<file path="src/rtl/nes_bus_pkg.sv">
// Shared types and address map for the NES CPU-side bus controller.
package nes_bus_pkg;

  typedef enum logic [2:0] {
    RGN_RAM,
    RGN_PPU,
    RGN_DMA,
    RGN_CTRL,
    RGN_PRG,
    RGN_NONE
  } region_e;

  typedef enum logic [1:0] {
    DMA_IDLE,
    DMA_ALIGN,
    DMA_RD,
    DMA_WR
  } dma_state_e;

  localparam logic [15:0] RAM_END   = 16'h1FFF;
  localparam logic [15:0] PPU_END   = 16'h3FFF;
  localparam logic [15:0] DMA_REG   = 16'h4014;
  localparam logic [15:0] CTRL_BASE = 16'h4016;
  localparam logic [15:0] PRG_BASE  = 16'h8000;

  // Map a 16-bit CPU address onto the region that answers it.
  function automatic region_e decode_region(input logic [15:0] addr, input int num_ctrl);
    region_e rgn;
    int      ctrl_off;
    ctrl_off = int'(addr) - int'(CTRL_BASE);
    if (addr <= RAM_END)                          rgn = RGN_RAM;
    else if (addr <= PPU_END)                     rgn = RGN_PPU;
    else if (addr == DMA_REG)                     rgn = RGN_DMA;
    else if (ctrl_off >= 0 && ctrl_off < num_ctrl) rgn = RGN_CTRL;
    else if (addr >= PRG_BASE)                    rgn = RGN_PRG;
    else                                          rgn = RGN_NONE;
    return rgn;
  endfunction

endpackage

</file>
<file path="src/rtl/oam_dma_engine.sv">
// $4014 OAM DMA engine: one alignment cycle, then 256 read/write pairs
// copying page P into OAM while the CPU is held off the bus.
module oam_dma_engine
  import nes_bus_pkg::*;
#(
  parameter int DATA_W  = 8,
  parameter int DMA_LEN = 256
) (
  input  logic              clk_i,
  input  logic              rst_i,
  input  logic              start_i,
  input  logic [7:0]        page_i,
  input  logic [DATA_W-1:0] src_q_i,
  output logic              rdy_o,
  output logic              rd_o,
  output logic [15:0]       addr_o,
  output logic              oam_we_o,
  output logic [7:0]        oam_addr_o,
  output logic [DATA_W-1:0] oam_d_o
);

  localparam logic [7:0] LAST_IDX = 8'(DMA_LEN - 1);

  dma_state_e state_q, state_d;
  logic [7:0] idx_q;
  logic [7:0] page_q;

  // State register; reset aborts any transfer in flight.
  always_ff @(posedge clk_i) begin
    if (rst_i) state_q <= DMA_IDLE;
    else       state_q <= state_d;
  end

  // Byte index and source page; idx advances after each OAM write and wraps at 256.
  always_ff @(posedge clk_i) begin
    if (rst_i)                    idx_q <= '0;
    else if (start_i)             idx_q <= '0;
    else if (state_q == DMA_WR)   idx_q <= idx_q + 8'd1;
    if (start_i) page_q <= page_i;
  end

  // Next-state: ALIGN burns one cycle, then alternate RD/WR until the last byte.
  always_comb begin
    state_d = state_q;
    case (state_q)
      DMA_IDLE:  if (start_i) state_d = DMA_ALIGN;
      DMA_ALIGN: state_d = DMA_RD;
      DMA_RD:    state_d = DMA_WR;
      DMA_WR:    state_d = (idx_q == LAST_IDX) ? DMA_IDLE : DMA_RD;
      default:   state_d = DMA_IDLE;
    endcase
  end

  // Outputs: CPU stalled whenever busy; OAM written with the byte fetched in RD.
  always_comb begin
    rdy_o      = (state_q == DMA_IDLE);
    rd_o       = (state_q == DMA_RD);
    oam_we_o   = (state_q == DMA_WR);
    addr_o     = {page_q, idx_q};
    oam_addr_o = idx_q;
    oam_d_o    = src_q_i;
  end

endmodule

</file>
<file path="src/rtl/cpu_bus_ctrl.sv">
// CPU-side bus controller: address decode, registered read mux with
// open-bus emulation, controller port strobes and OAM DMA arbitration.
module cpu_bus_ctrl
  import nes_bus_pkg::*;
#(
  parameter int DATA_W   = 8,
  parameter int RAM_AW   = 11,
  parameter int PPU_RW   = 3,
  parameter int NUM_CTRL = 2,
  parameter int DMA_LEN  = 256
) (
  input  logic                Clk,
  input  logic                Reset,
  input  logic [15:0]         CPU_ADDR,
  input  logic                CPU_RW,
  input  logic [DATA_W-1:0]   CPU_DO,
  output logic [DATA_W-1:0]   CPU_DI,
  output logic                CPU_RDY,
  output logic [15:0]         MEM_ADDR,
  input  logic [DATA_W-1:0]   SYSRAM_Q,
  output logic                SYSRAM_WE,
  output logic [DATA_W-1:0]   SYSRAM_D,
  input  logic [DATA_W-1:0]   PRGROM_Q,
  output logic                PPU_CS,
  output logic [PPU_RW-1:0]   PPU_REG,
  input  logic [DATA_W-1:0]   PPU_Q,
  output logic                OAM_WE,
  output logic [7:0]          OAM_ADDR,
  output logic [DATA_W-1:0]   OAM_D,
  input  logic [NUM_CTRL-1:0] CTRL_BIT,
  output logic [NUM_CTRL-1:0] CTRL_RD,
  output logic                CTRL_STROBE
);

  logic              dma_rd;
  logic [15:0]       dma_addr;
  logic [15:0]       bus_addr;
  region_e           rgn;
  logic              cpu_wr, cpu_rd, rd_launch, dma_start, ctrl_sel;
  logic [DATA_W-1:0] rd_data;

  logic                rd_vld_q, rd_vld_d;
  region_e             rd_sel_q, rd_sel_d;
  logic                ctrl_sel_q, ctrl_sel_d;
  logic [NUM_CTRL-1:0] ctrl_rd_q, ctrl_rd_d;
  logic                strobe_q, strobe_d;
  logic [DATA_W-1:0]   ob_q, ob_d;
  logic [DATA_W-1:0]   cpu_di_q, cpu_di_d;

  // The CPU owns the bus only while the DMA engine is idle.
  assign bus_addr  = CPU_RDY ? CPU_ADDR : dma_addr;
  assign rgn       = decode_region(bus_addr, NUM_CTRL);
  assign cpu_wr    = CPU_RDY & ~CPU_RW;
  assign cpu_rd    = CPU_RDY & CPU_RW;
  assign rd_launch = cpu_rd | dma_rd;
  assign dma_start = cpu_wr & (rgn == RGN_DMA);
  // CTRL_BASE is even, so the port index is the address LSB.
  assign ctrl_sel  = bus_addr[0];

  assign MEM_ADDR    = bus_addr;
  assign SYSRAM_WE   = cpu_wr & (rgn == RGN_RAM);
  assign SYSRAM_D    = CPU_DO;
  assign PPU_CS      = (CPU_RDY | dma_rd) & (rgn == RGN_PPU);
  assign PPU_REG     = bus_addr[PPU_RW-1:0];
  assign CTRL_RD     = ctrl_rd_q;
  assign CTRL_STROBE = strobe_q;
  assign CPU_DI      = rd_vld_q ? rd_data : cpu_di_q;

  // Read mux for the access launched last cycle; unmapped sources float to open bus.
  always_comb begin
    rd_data = ob_q;
    case (rd_sel_q)
      RGN_RAM:  rd_data = SYSRAM_Q;
      RGN_PPU:  rd_data = PPU_Q;
      RGN_PRG:  rd_data = PRGROM_Q;
      RGN_CTRL: rd_data = {ob_q[DATA_W-1:1], CTRL_BIT[ctrl_sel_q]};
      default:  rd_data = ob_q;
    endcase
  end

  // Next-state for the read pipeline, controller strobes and open-bus latch.
  always_comb begin
    rd_vld_d   = rd_launch;
    rd_sel_d   = rgn;
    // DMA fetches see only RAM/PPU/PRG; anything else reads open bus.
    if (dma_rd && (rgn == RGN_CTRL || rgn == RGN_DMA)) rd_sel_d = RGN_NONE;
    ctrl_sel_d = ctrl_sel;
    ctrl_rd_d  = '0;
    for (int i = 0; i < NUM_CTRL; i++) begin
      if (cpu_rd && rgn == RGN_CTRL && ctrl_sel == 1'(i)) ctrl_rd_d[i] = 1'b1;
    end
    strobe_d = strobe_q;
    if (cpu_wr && rgn == RGN_CTRL && !ctrl_sel) strobe_d = CPU_DO[0];
    ob_d = ob_q;
    if (rd_vld_q) ob_d = rd_data;
    if (cpu_wr)   ob_d = CPU_DO;
    cpu_di_d = rd_vld_q ? rd_data : cpu_di_q;
  end

  // Register read pipeline and bus-visible state.
  always_ff @(posedge Clk) begin
    if (Reset) begin
      rd_vld_q   <= 1'b0;
      rd_sel_q   <= RGN_NONE;
      ctrl_sel_q <= 1'b0;
      ctrl_rd_q  <= '0;
      strobe_q   <= 1'b0;
      ob_q       <= '0;
      cpu_di_q   <= '0;
    end else begin
      rd_vld_q   <= rd_vld_d;
      rd_sel_q   <= rd_sel_d;
      ctrl_sel_q <= ctrl_sel_d;
      ctrl_rd_q  <= ctrl_rd_d;
      strobe_q   <= strobe_d;
      ob_q       <= ob_d;
      cpu_di_q   <= cpu_di_d;
    end
  end

  oam_dma_engine #(
    .DATA_W  (DATA_W),
    .DMA_LEN (DMA_LEN)
  ) u_dma (
    .clk_i      (Clk),
    .rst_i      (Reset),
    .start_i    (dma_start),
    .page_i     (CPU_DO[7:0]),
    .src_q_i    (rd_data),
    .rdy_o      (CPU_RDY),
    .rd_o       (dma_rd),
    .addr_o     (dma_addr),
    .oam_we_o   (OAM_WE),
    .oam_addr_o (OAM_ADDR),
    .oam_d_o    (OAM_D)
  );

endmodule

</file>
<file path="config.mk">
export PLATFORM = sky130hd
export DESIGN_NAME = cpu_bus_ctrl
export DESIGN_NICKNAME = d
export VERILOG_FILES = /design/src/rtl/nes_bus_pkg.sv /design/src/rtl/oam_dma_engine.sv /design/src/rtl/cpu_bus_ctrl.sv
export SDC_FILE = /design/constraint.sdc
export NUM_CORES = 1
export LEC_CHECK = 0
export ABC_AREA = 1
export ABC_CLOCK_PERIOD_IN_PS = 2800
export CORE_MARGIN = 2
export CORE_UTILIZATION = 40
export CTS_CLUSTER_SIZE = 30
export DETAILED_ROUTE_END_ITERATION = 6
export PLACE_DENSITY = 0.77
export SYNTH_ARGS = -nofsm -noshare
export SYNTH_HDL_FRONTEND = slang
export SYNTH_HIERARCHICAL = 1
export SYNTH_SLANG_ARGS = --single-unit
</file>
<file path="constraint.sdc">
create_clock -name Clk -period 2.8 [get_ports Clk]
set_clock_uncertainty 0.1 [all_clocks]
set_input_delay 0.84 -clock Clk [delete_from_list [all_inputs] [get_ports Clk]]
set_output_delay 0.84 -clock Clk [all_outputs]
set_load 0.03 [all_outputs]
</file>
==> flow_metrics.tcl, run 1 <==
set metrics [dict create \
    antenna_found_initial 0 \
    clk_latency_ns 0.30 \
    dp_hpwl_um 6560 \
    dp_slack_ns -0.431 \
    irDropWorstVdd_uv 240 \
    rr_startpoint "u_dma/state_q[1]" \
    grt_first_pass_wirelength_um 13400 \
    first_global_vias 3089 \
    routed-via-count 3350 \
    rrSetupSlack_ns 0.21 \
    arrival_ns 1.84 \
    finalWorstSetupSlack_ns 0.0227 \
    min_to "cpu_di_q[2]" \
    synth_warnings 6 \
    endpoint_kind "output port" \
    ant_nets 0 \
    rsz0062_at_grt "true" \
    synth_fa_ha_area_frac 0.00441 \
    drc 0 \
    initial_core_util 0.415 \
    antennaDiodeCount 0 \
    clockBufferDepth 2 \
    yosysSeqAreaShare 0.325 \
    synth_compound_area_frac 0.0930 \
    hold_violations 0 \
    startpoint_type "input port" \
    cts_sinks 42 \
    place.gp.congestion 0.887 \
    area_growth_pct 64.6 \
    critPathRequiredTime_ns 1.86 \
    setup_viol 0 \
    synth_cell_types 35 \
    ios 111 \
    ys_seq_elements 42 \
    most-common-layout-cells "nand2_1, buf_4, inv_1, clkdlybuf4s50_1, nor2_1" \
    die-area_um2 7780 \
    synth_nets 500 \
    totalPowerFinal_uw 1700 \
    core_um2 6830 \
    drt_iter0_drc 180 \
    h-tree-depth 2 \
    cap_viol_max_count 0 \
    finalMaxSlewViolations 0 \
    cpMaxStageDelayCell "clkdlybuf4s50_1" \
    fmax_mhz 360 \
    grt_max_degree 19 \
    path_cells "clkdlybuf4s50_1, inv_1, nand2_1, o21ai_4, inv_2, buf_4, buf_6" \
    cpPeakStageDelay_ns 0.46 \
    drive_above_1_share 0.332 \
    io_buffers 110 \
    layout_commonest_cell "nand2_1" \
    first_pass_iters 4 \
    grt-ovfl-total 0 \
    synth.mux.area_fraction 0 \
    cts_buffers 5 \
    cp_max_fo 4 \
    routed_wirelength_um 8990 \
    root_buffer "clkbuf_8" \
    path_clk_slew_ns 0.08 \
    core.rowCount 30 \
    critPathKind "input port to output port" \
    grt_use_total 0.216 \
    fin_nets 655 \
    avgSynthCellArea_um2 6.36 \
    synth_simple_gate_area_share 0.389 \
    via_per_inst 4.80 \
    syn-cell-area_um2 2840 \
    synthCells 446 \
    min_from "cpu_di_q[2]" \
    hp-class "flip-flop to flip-flop" \
    cts_tree "done" \
    holdPathStages 2 \
    synth_top_family_by_area "simple AND/OR/NAND/NOR gates" \
    power_density_nw_per_um2 365 \
    avgRoutedWirePerCell_um 12.9 \
    period_minus_slack_ns 2.78 \
    synth_xor_area_frac 0 \
    worst_slew_pin_slew_ns 0.503 \
    status "complete, no violations" \
    die_h_um 88.2 \
    hold_ws_ns 0.379 \
    leakage_uw 0.00232 \
    fin_crit_sh 0.992 \
    reg2reg_depth 17 \
    die_w_um 88.2 \
    r2r_end "u_dma/page_q[1]" \
    slew_headroom 0.663 \
]
area by class of cell:
| cell class | count | area (µm²) |
|---|---|---|
| fill | 557 | 2160 |
| timing repair buffer | 184 | 1610 |
| multi-input combinational | 299 | 1610 |
| sequential | 42 | 923 |
| inverter | 69 | 264 |
| tap | 96 | 120 |
| clock buffer | 5 | 68.8 |
| clock inverter | 3 | 68.8 |
critical path, delay by kind of cell:
| kind | cells | cell delay (ns) |
|---|---|---|
| AOI/OAI and AO/OA | 1 | 0.08 |
| buffers and inverters | 5 | 0.83 |
| and+or+nand+nor | 1 | 0.09 |
repair_timing:
| item | CTS | global route |
|---|---|---|
| endpoints found under the setup margin | 12 | 41 |
| cloned | 0 | 0 |
| buffers inserted | 13 | 11 |
| resized for setup | 24 | 71 |
| hold endpoints to repair | 0 | 0 |
| pin swaps | 8 | 33 |
| hold buffers | 0 | 0 |
cell usage after synthesis (all sizes together):
master	instances	share of area
or2	2	0.0044
o21a	1	0.0026
nand3	31	0.055
a21oi	13	0.023
clkbuf	3	0.0040
nor4	1	0.0022
clkinv	1	0.0013
ha	1	0.0044
a31oi	8	0.018
nor3	2	0.0035
inv	68	0.092
o21ai	10	0.020
nand4	6	0.013
nor2	48	0.075
a21boi	1	0.0026
a21o	1	0.0026
edfxtp	8	0.085
o2111ai	7	0.022
and2	1	0.0022
nand2	165	0.23
dfxtp	34	0.24
buf	33	0.092
a211oi	1	0.0026
routing by layer:
metal / up-vias / global-route usage / routed length [µm]
li1: 1680 / - / -
met1: 1556 / 0.276 / 3740
met2: 97 / 0.370 / 4610
met3: 17 / 0.0364 / 447
met4: 0 / 0.0744 / 186
met5: - / 0 / 0
power by group:
part	total, µW	internal (µW)	switching [µW]
sequential	637	630	7.19
combinational	492	231	261
clock	575	357	217
total	1700	1220	486
flip-flops by register name (all words and copies together), names as in the netlist:
register,flops
cpu_di_q,8
ob_q,8
u_dma/oam_addr_o,8
u_dma/page_q,8
rd_sel_q,3
CTRL_RD,2
u_dma/state_q,2
CTRL_STROBE,1
ctrl_sel_q,1
rd_vld_q,1
logic make-up after synthesis:
family,count (synthesis)
and+or+nand+nor,256
buffers and inverters,105
AOI/OAI and AO/OA,42
DFF,42
adders and majority gates,1
through the flow:
stage / utilization / std cells / cell area (µm²) / TNS (ns)
3_3_place_gp: 0.597 / 667 / 4080 / -5.88
3_5_place_dp: 0.597 / 667 / 4080 / -6.63
4_1_cts: 0.638 / 688 / 4360 / 0
2_1_floorplan: - / 446 / 2860 / -0.00386
5_1_grt: 0.684 / 698 / 4670 / -0.387
6_report: 0.684 / 698 / 4670 / 0
how the worst max path moves through the flow:
stage | slack, ns | cells past startpoint | startpoint | end
4_1_cts | 0.009 | 6 | PPU_Q[3] | CPU_DI[3]
3_5_place_dp | -0.43 | 5 | CPU_ADDR[14] | MEM_ADDR[14]
6_report | 0.02 | 7 | CPU_ADDR[7] | MEM_ADDR[7]
5_1_grt | -0.04 | 5 | CPU_RW | SYSRAM_WE
3_3_place_gp | -0.42 | 5 | CPU_ADDR[14] | MEM_ADDR[14]
2_1_floorplan | -0.004 | 4 | CPU_ADDR[14] | PPU_CS
Note: power is estimated with default switching activity, not from simulation.
==> inputs of run 2 (changes only) <==
Settings changed: CORE_UTILIZATION 40 to 41, PLACE_DENSITY 0.77 to 0.78, SYNTH_HIERARCHICAL 1 to unset.
==> run 2 against run 1 <==
The flow now finishes with violations (negative setup slack). Critical path type unchanged. Clock-buffer cell count increased by 2. Worst setup slack lost 0.025 ns. Power is 0.89% lower. Clock power shrank 22%. Area after synthesis grew 5.6%. Largest cell class unchanged. Largest power group unchanged.
==> flow_metrics.tcl, run 2 <==
set metrics [dict create \
    status "complete, but fails checks" \
    violations "negative setup slack" \
    drive_above_1_share 0.354 \
    fin_crit_sh 1.00 \
    avgRoutedWirePerCell_um 14.4 \
    avgSynthCellArea_um2 6.26 \
    final_util 0.704 \
    synthCells 479 \
    area_growth_pct 68.6 \
    root_buffer "clkbuf_8" \
    h-tree-depth 2 \
    io_buffers 110 \
    grt-ovfl-total 0 \
    routed-via-count 3856 \
    ios 111 \
    die-area_um2 8010 \
    synth_nets 533 \
    finalMaxSlewViolations 0 \
    synth_cell_types 33 \
    synthDominantCellAreaShare 0.227 \
    path_common_cell "nand2_1" \
    path_cells "clkdlybuf4s50_1, nand2_1, o2111ai_2, nand2_1, nand2_1, buf_6" \
    syn-cell-area_um2 3000 \
    post-route-cell-area_um2 5050 \
    layout_commonest_cell "nand2_1" \
    via_per_inst 4.99 \
    fin_nets 726 \
    leakage_uw 0.00252 \
    synthTopCellsByArea "dfxtp_1, nand2_1, edfxtp_1, inv_1, nand3_1" \
    antenna_found_initial 0 \
    yosysSeqAreaShare 0.307 \
    ant_nets 0 \
    cts_sinks 42 \
    instances_no_fill 772 \
    clk_latency_ns 0.29 \
    synthArstFlopShare 0 \
    die_w_um 89.5 \
    first_pass_iters 5 \
    finalWorstSetupSlack_ns -0.00236 \
    setup_viol 1 \
    hp-class "flip-flop to flip-flop" \
    synth_commonest_cells "nand2_1, inv_1, nor2_1" \
    drt_iter0_drc 372 \
    ys_seq_elements 42 \
    yosysMostFrequentCell "nand2_1" \
    cpMaxStageDelayCell "clkdlybuf4s50_1" \
    yosys_most_used_dff "dfxtp_1" \
    core_um2 7180 \
    arrival_ns 1.86 \
    cap_viol_max_count 0 \
    initial_core_util 0.418 \
    placed_area_um2 4550 \
    critPathKind "input port to output port" \
    most-common-layout-cells "nand2_1, buf_4, inv_1, clkdlybuf4s50_1, nor2_1" \
    grt_use_total 0.260 \
    die_h_um 89.5 \
    cts_tree "done" \
    fmax_mhz 357 \
    power_density_nw_per_um2 334 \
    hold_ws_ns 0.375 \
    critPathRequiredTime_ns 1.86 \
    grt_max_degree 29 \
    period_minus_slack_ns 2.80 \
    place_inst 742 \
    synth_warnings 0 \
    drc 0 \
    startpoint_type "input port" \
    totalPowerFinal_uw 1690 \
    place.gp.congestion 0.901 \
    synth_largest_area_cell "dfxtp_1" \
    grt_first_pass_wirelength_um 16200 \
    core.rowCount 31 \
    path_clk_slew_ns 0.08 \
    endpoint_kind "output port" \
    irDropWorstVdd_uv 256 \
    hold_violations 0 \
    first_global_vias 3485 \
    antennaDiodeCount 0 \
    cts_buffers 5 \
    worst_slew_pin_slew_ns 0.616 \
    slew_headroom 0.588 \
    dp_hpwl_um 8090 \
    routed_wirelength_um 11100 \
    cpPeakStageDelay_ns 0.45 \
    clockBufferDepth 2 \
    cp_max_fo 2 \
    synth-edff-count 8 \
]
-- run 2: kinds of logic after synthesis --
logic type / count (synthesis) / synth area share
AOI/OAI and AO/OA: 42 / 0.0960
muxes: 1 / 0.00376
xor gates and xnor gates: 4 / 0.0117
buffers and inverters: 93 / 0.149
and+or+nand+nor: 296 / 0.428
DFF: 42 / 0.307
adders and majority gates: 1 / 0.00417
-- run 2: power breakdown --
part	switching (µW)	internal, µW	total [µW]
clock	217	231	448
combinational	321	281	601
sequential	8.44	631	639
total	546	1140	1690
-- run 2: critical path: cells and delay by family --
kind / cells / cell delay, ns
compound gates: 1 / 0.12
simple gates: 3 / 0.32
buf+inv: 2 / 0.58
-- run 2: per-stage QoR --
stage / worst slack (ns) / TNS, ns
2_1_floorplan: 0.0118 / 0
3_3_place_gp: -0.310 / -3.48
3_5_place_dp: -0.333 / -4.06
4_1_cts: 0.00662 / 0
5_1_grt: -0.0507 / -0.172
6_report: -0.00236 / -0.00236
-- run 2: layout make-up --
cell class              count  area [µm²]
flip-flops and latches     42         923
well taps                  99         124
multi-input cells         344        1800
repair buffers            214        1860
fillers                   564        2120
clock buffers               7        97.6
inverters                  65         246
clock inverters             1        6.26
-- run 2: path summary, 6_finish.rpt --
| check | startpoint | to | slack, ns | depth (start not counted) |
|---|---|---|---|---|
| max | PRGROM_Q[2] | CPU_DI[2] | -0.002 | 6 |
| min | cpu_di_q[3] | cpu_di_q[3] | 0.37 | 2 |
| max reg2reg | rd_sel_q[1] | cpu_di_q[0] | 0.10 | 18 |
| min reg2reg | cpu_di_q[3] | cpu_di_q[3] | 0.37 | 2 |
-- run 2: per-layer routing --
layer	vias up	share of wire	wire length, µm	track usage
met1	1787	0.41	4600	0.344
met4	0	0.023	259	0.0611
met5	-	0	0	0
met2	149	0.51	5640	0.448
li1	1889	-	-	-
met3	31	0.054	601	0.0351
-- run 2: repair_timing --
action / in CTS / in global routing
hold buffers: 0 / 0
gates cloned: 0 / 0
buffers inserted: 14 / 8
endpoints found under the hold margin: 0 / 0
pin swaps: 10 / 46
resized for setup: 25 / 64
endpoints found under the setup margin: 21 / 23
==> inputs of run 3 (changes only) <==
Settings changed: ABC_CLOCK_PERIOD_IN_PS 2800 to 3200, CORE_UTILIZATION 41 to 45, PLACE_DENSITY 0.78 to 0.81.
Clock period 2.8 ns to 3.2 ns, I/O delays scaled along.
==> run 3 against run 2 <==
The flow now finishes without violations. Worst hold slack gained 0.0018 ns. Clock-buffer cell count shrank 1. Via count shrank 6.8%. Register-to-register slack gained 0.22 ns. Largest power group unchanged. First-iteration DRC count shrank 44%. Sequential share of layout area grew 2.7 points. Largest cell class is now multi-input combinational cells. Critical path type unchanged. Cell area shrank 13%. Sequential power shrank 13%. Core utilization shrank 1.5 points. Die area shrank 8.5%. Global-route usage grew 1.2 points.
==> flow_metrics.tcl, run 3 (synthesis results as in run 2) <==
set metrics [dict create \
    rr_startpoint "u_dma.state_q[0]" \
    min_to "cpu_di_q[6]" \
    routed-via-count 3592 \
    startpoint_type "input port" \
    finalWorstSetupSlack_ns 0.0343 \
    status "complete, no violations" \
    dp_slack_ns -0.120 \
    place.gp.congestion 0.924 \
    path_buf_inv 2 \
    power_density_nw_per_um2 305 \
    grt-ovfl-total 0 \
    worst_slew_pin_slew_ns 0.647 \
    rrSetupSlack_ns 0.32 \
    p_sw_uw 441 \
    power_frac_seq 0.417 \
    antennaDiodeCount 0 \
    intPower_uw 899 \
    first_global_vias 3446 \
    area_growth_pct 46.8 \
    cp_top_family "buffers and inverters" \
    cpPeakStageDelay_ns 0.42 \
    ant_nets 0 \
    endpoint_kind "output port" \
    root_buffer "clkbuf_8" \
    die_h_um 85.6 \
    clockBufferDepth 2 \
    path_common_cell "nand2_1" \
    comb_power_share 0.331 \
    hp-class "flip-flop to flip-flop" \
    fill_cells 566 \
    grt_use_total 0.272 \
    first_pass_iters 5 \
    irDropWorstVdd_uv 262 \
    clk_latency_ns 0.30 \
    antenna_found_initial 0 \
    avgRoutedWirePerCell_um 14.1 \
    initial_core_util 0.469 \
    post-route-cell-area_um2 4400 \
    most-common-layout-cells "nand2_1, buf_4, clkdlybuf4s50_1, inv_1, nor2_1" \
    path_cells "clkdlybuf4s50_1, nand2_1, nand2_1, nor2_4, nand2_1, nor2_1, buf_4" \
    grt_first_pass_wirelength_um 16000 \
    dp_hpwl_um 7970 \
    min_from "cpu_di_q[6]" \
    drt_iter0_drc 208 \
    grt_max_degree 23 \
    via_per_inst 5.16 \
    cts_sinks 42 \
    core.rowCount 29 \
    setup_viol 0 \
    drive_above_1_share 0.246 \
    cpMaxStageDelayCell "clkdlybuf4s50_1" \
    p_sw_frac 0.329 \
    core_um2 6390 \
    leakage_uw 0.00211 \
    cts_tree "done" \
    drc 0 \
    arrival_ns 2.11 \
    holdPathStages 2 \
    routed_wirelength_um 9830 \
    die-area_um2 7330 \
    cap_viol_max_count 0 \
    hold_violations 0 \
    finalMaxSlewViolations 0 \
    period_minus_slack_ns 3.17 \
    h-tree-depth 2 \
    slew_headroom 0.569 \
    die_w_um 85.6 \
    clockPowerShare 0.252 \
    path_clk_slew_ns 0.08 \
    cp_max_fo 2 \
    totalPowerFinal_uw 1340 \
    ios 111 \
    io_buffers 110 \
    fmax_mhz 316 \
    reg2reg_depth 17 \
    fin_crit_sh 0.989 \
    critPathKind "input port to output port" \
    r2r_end "u_dma.page_q[3]" \
    cts_buffers 5 \
    crit_start "CPU_ADDR[15]" \
    placed_area_um2 4260 \
    layout_commonest_cell "nand2_1" \
    critPathRequiredTime_ns 2.14 \
    fin_nets 672 \
]
run 3: cell count changes in the layout (fill, tap and decap cells not counted), sizes merged:
cell,delta
clkdlybuf4s50,+17
clkdlybuf4s15,-1
inv,-1
clkinv,+2
buf,-54
dlymetal6s2s,-11
clkbuf,-4
dlygate4sd2,-2
run 3: per-layer routing:
| metal | global-route usage | wire length (µm) | part of all wire | vias up |
|---|---|---|---|---|
| met5 | 0 | 0 | 0 | - |
| met4 | 0.0765 | 155 | 0.016 | 0 |
| met3 | 0.0433 | 590 | 0.060 | 15 |
| met2 | 0.469 | 4790 | 0.49 | 134 |
| met1 | 0.353 | 4300 | 0.44 | 1660 |
| li1 | - | - | - | 1783 |
run 3: final cells by class:
| type | instances | area [µm²] | area share |
|---|---|---|---|
| well taps | 77 | 96.3 | 0.0219 |
| flip-flops and latches | 42 | 921 | 0.209 |
| multi-input cells | 344 | 1670 | 0.378 |
| clock inverters | 2 | 13.8 | 0.00313 |
| clock buffers | 6 | 72.6 | 0.0165 |
| inverters | 65 | 244 | 0.0554 |
| repair buffers | 160 | 1390 | 0.315 |
run 3: power by group through the flow:
stage | combinational (µW) | sequential (µW) | clock (µW)
floorplan | 233 | 569 | 0
global placement | 428 | 570 | 0
detailed placement | 432 | 570 | 0
CTS | 439 | 558 | 344
global route | 477 | 560 | 366
finish | 444 | 558 | 338
run 3: worst min-delay path, delay by kind of cell (launching register included):
| kind | cells | cell delay [ns] |
|---|---|---|
| AOI/OAI and AO/OA | 1 | 0.06 |
| DFF | 1 | 0.30 |
| and+or+nand+nor | 1 | 0.07 |
run 3: per-stage QoR:
step / util / cells / hold WS, ns / TNS, ns
CTS: 0.685 / 696 / 0.378 / 0
floorplan: - / 479 / 0.353 / 0
global placement: 0.666 / 686 / 0.360 / -1.03
finish: 0.689 / 696 / 0.376 / 0
detailed placement: 0.666 / 686 / 0.366 / -1.15
global route: 0.689 / 696 / 0.396 / -0.0658
run 3: worst max-delay path by stage:
stage	endpoint	slack (ns)	cells past startpoint
after floorplan	CPU_DI[0]	0.13	5
after global placement	u_dma.page_q[6]	-0.11	15
after detailed placement	u_dma.page_q[6]	-0.12	15
after CTS	CPU_DI[0]	0.04	7
after global routing	CPU_DI[3]	-0.02	8
final	SYSRAM_WE	0.03	7
run 3: repair_timing:
action | CTS | global route
hold buffers | 0 | 0
buffers inserted | 2 | 0
setup endpoints to repair | 3 | 14
pin swaps | 3 | 4
resized for setup | 5 | 11
endpoints found under the hold margin | 0 | 0
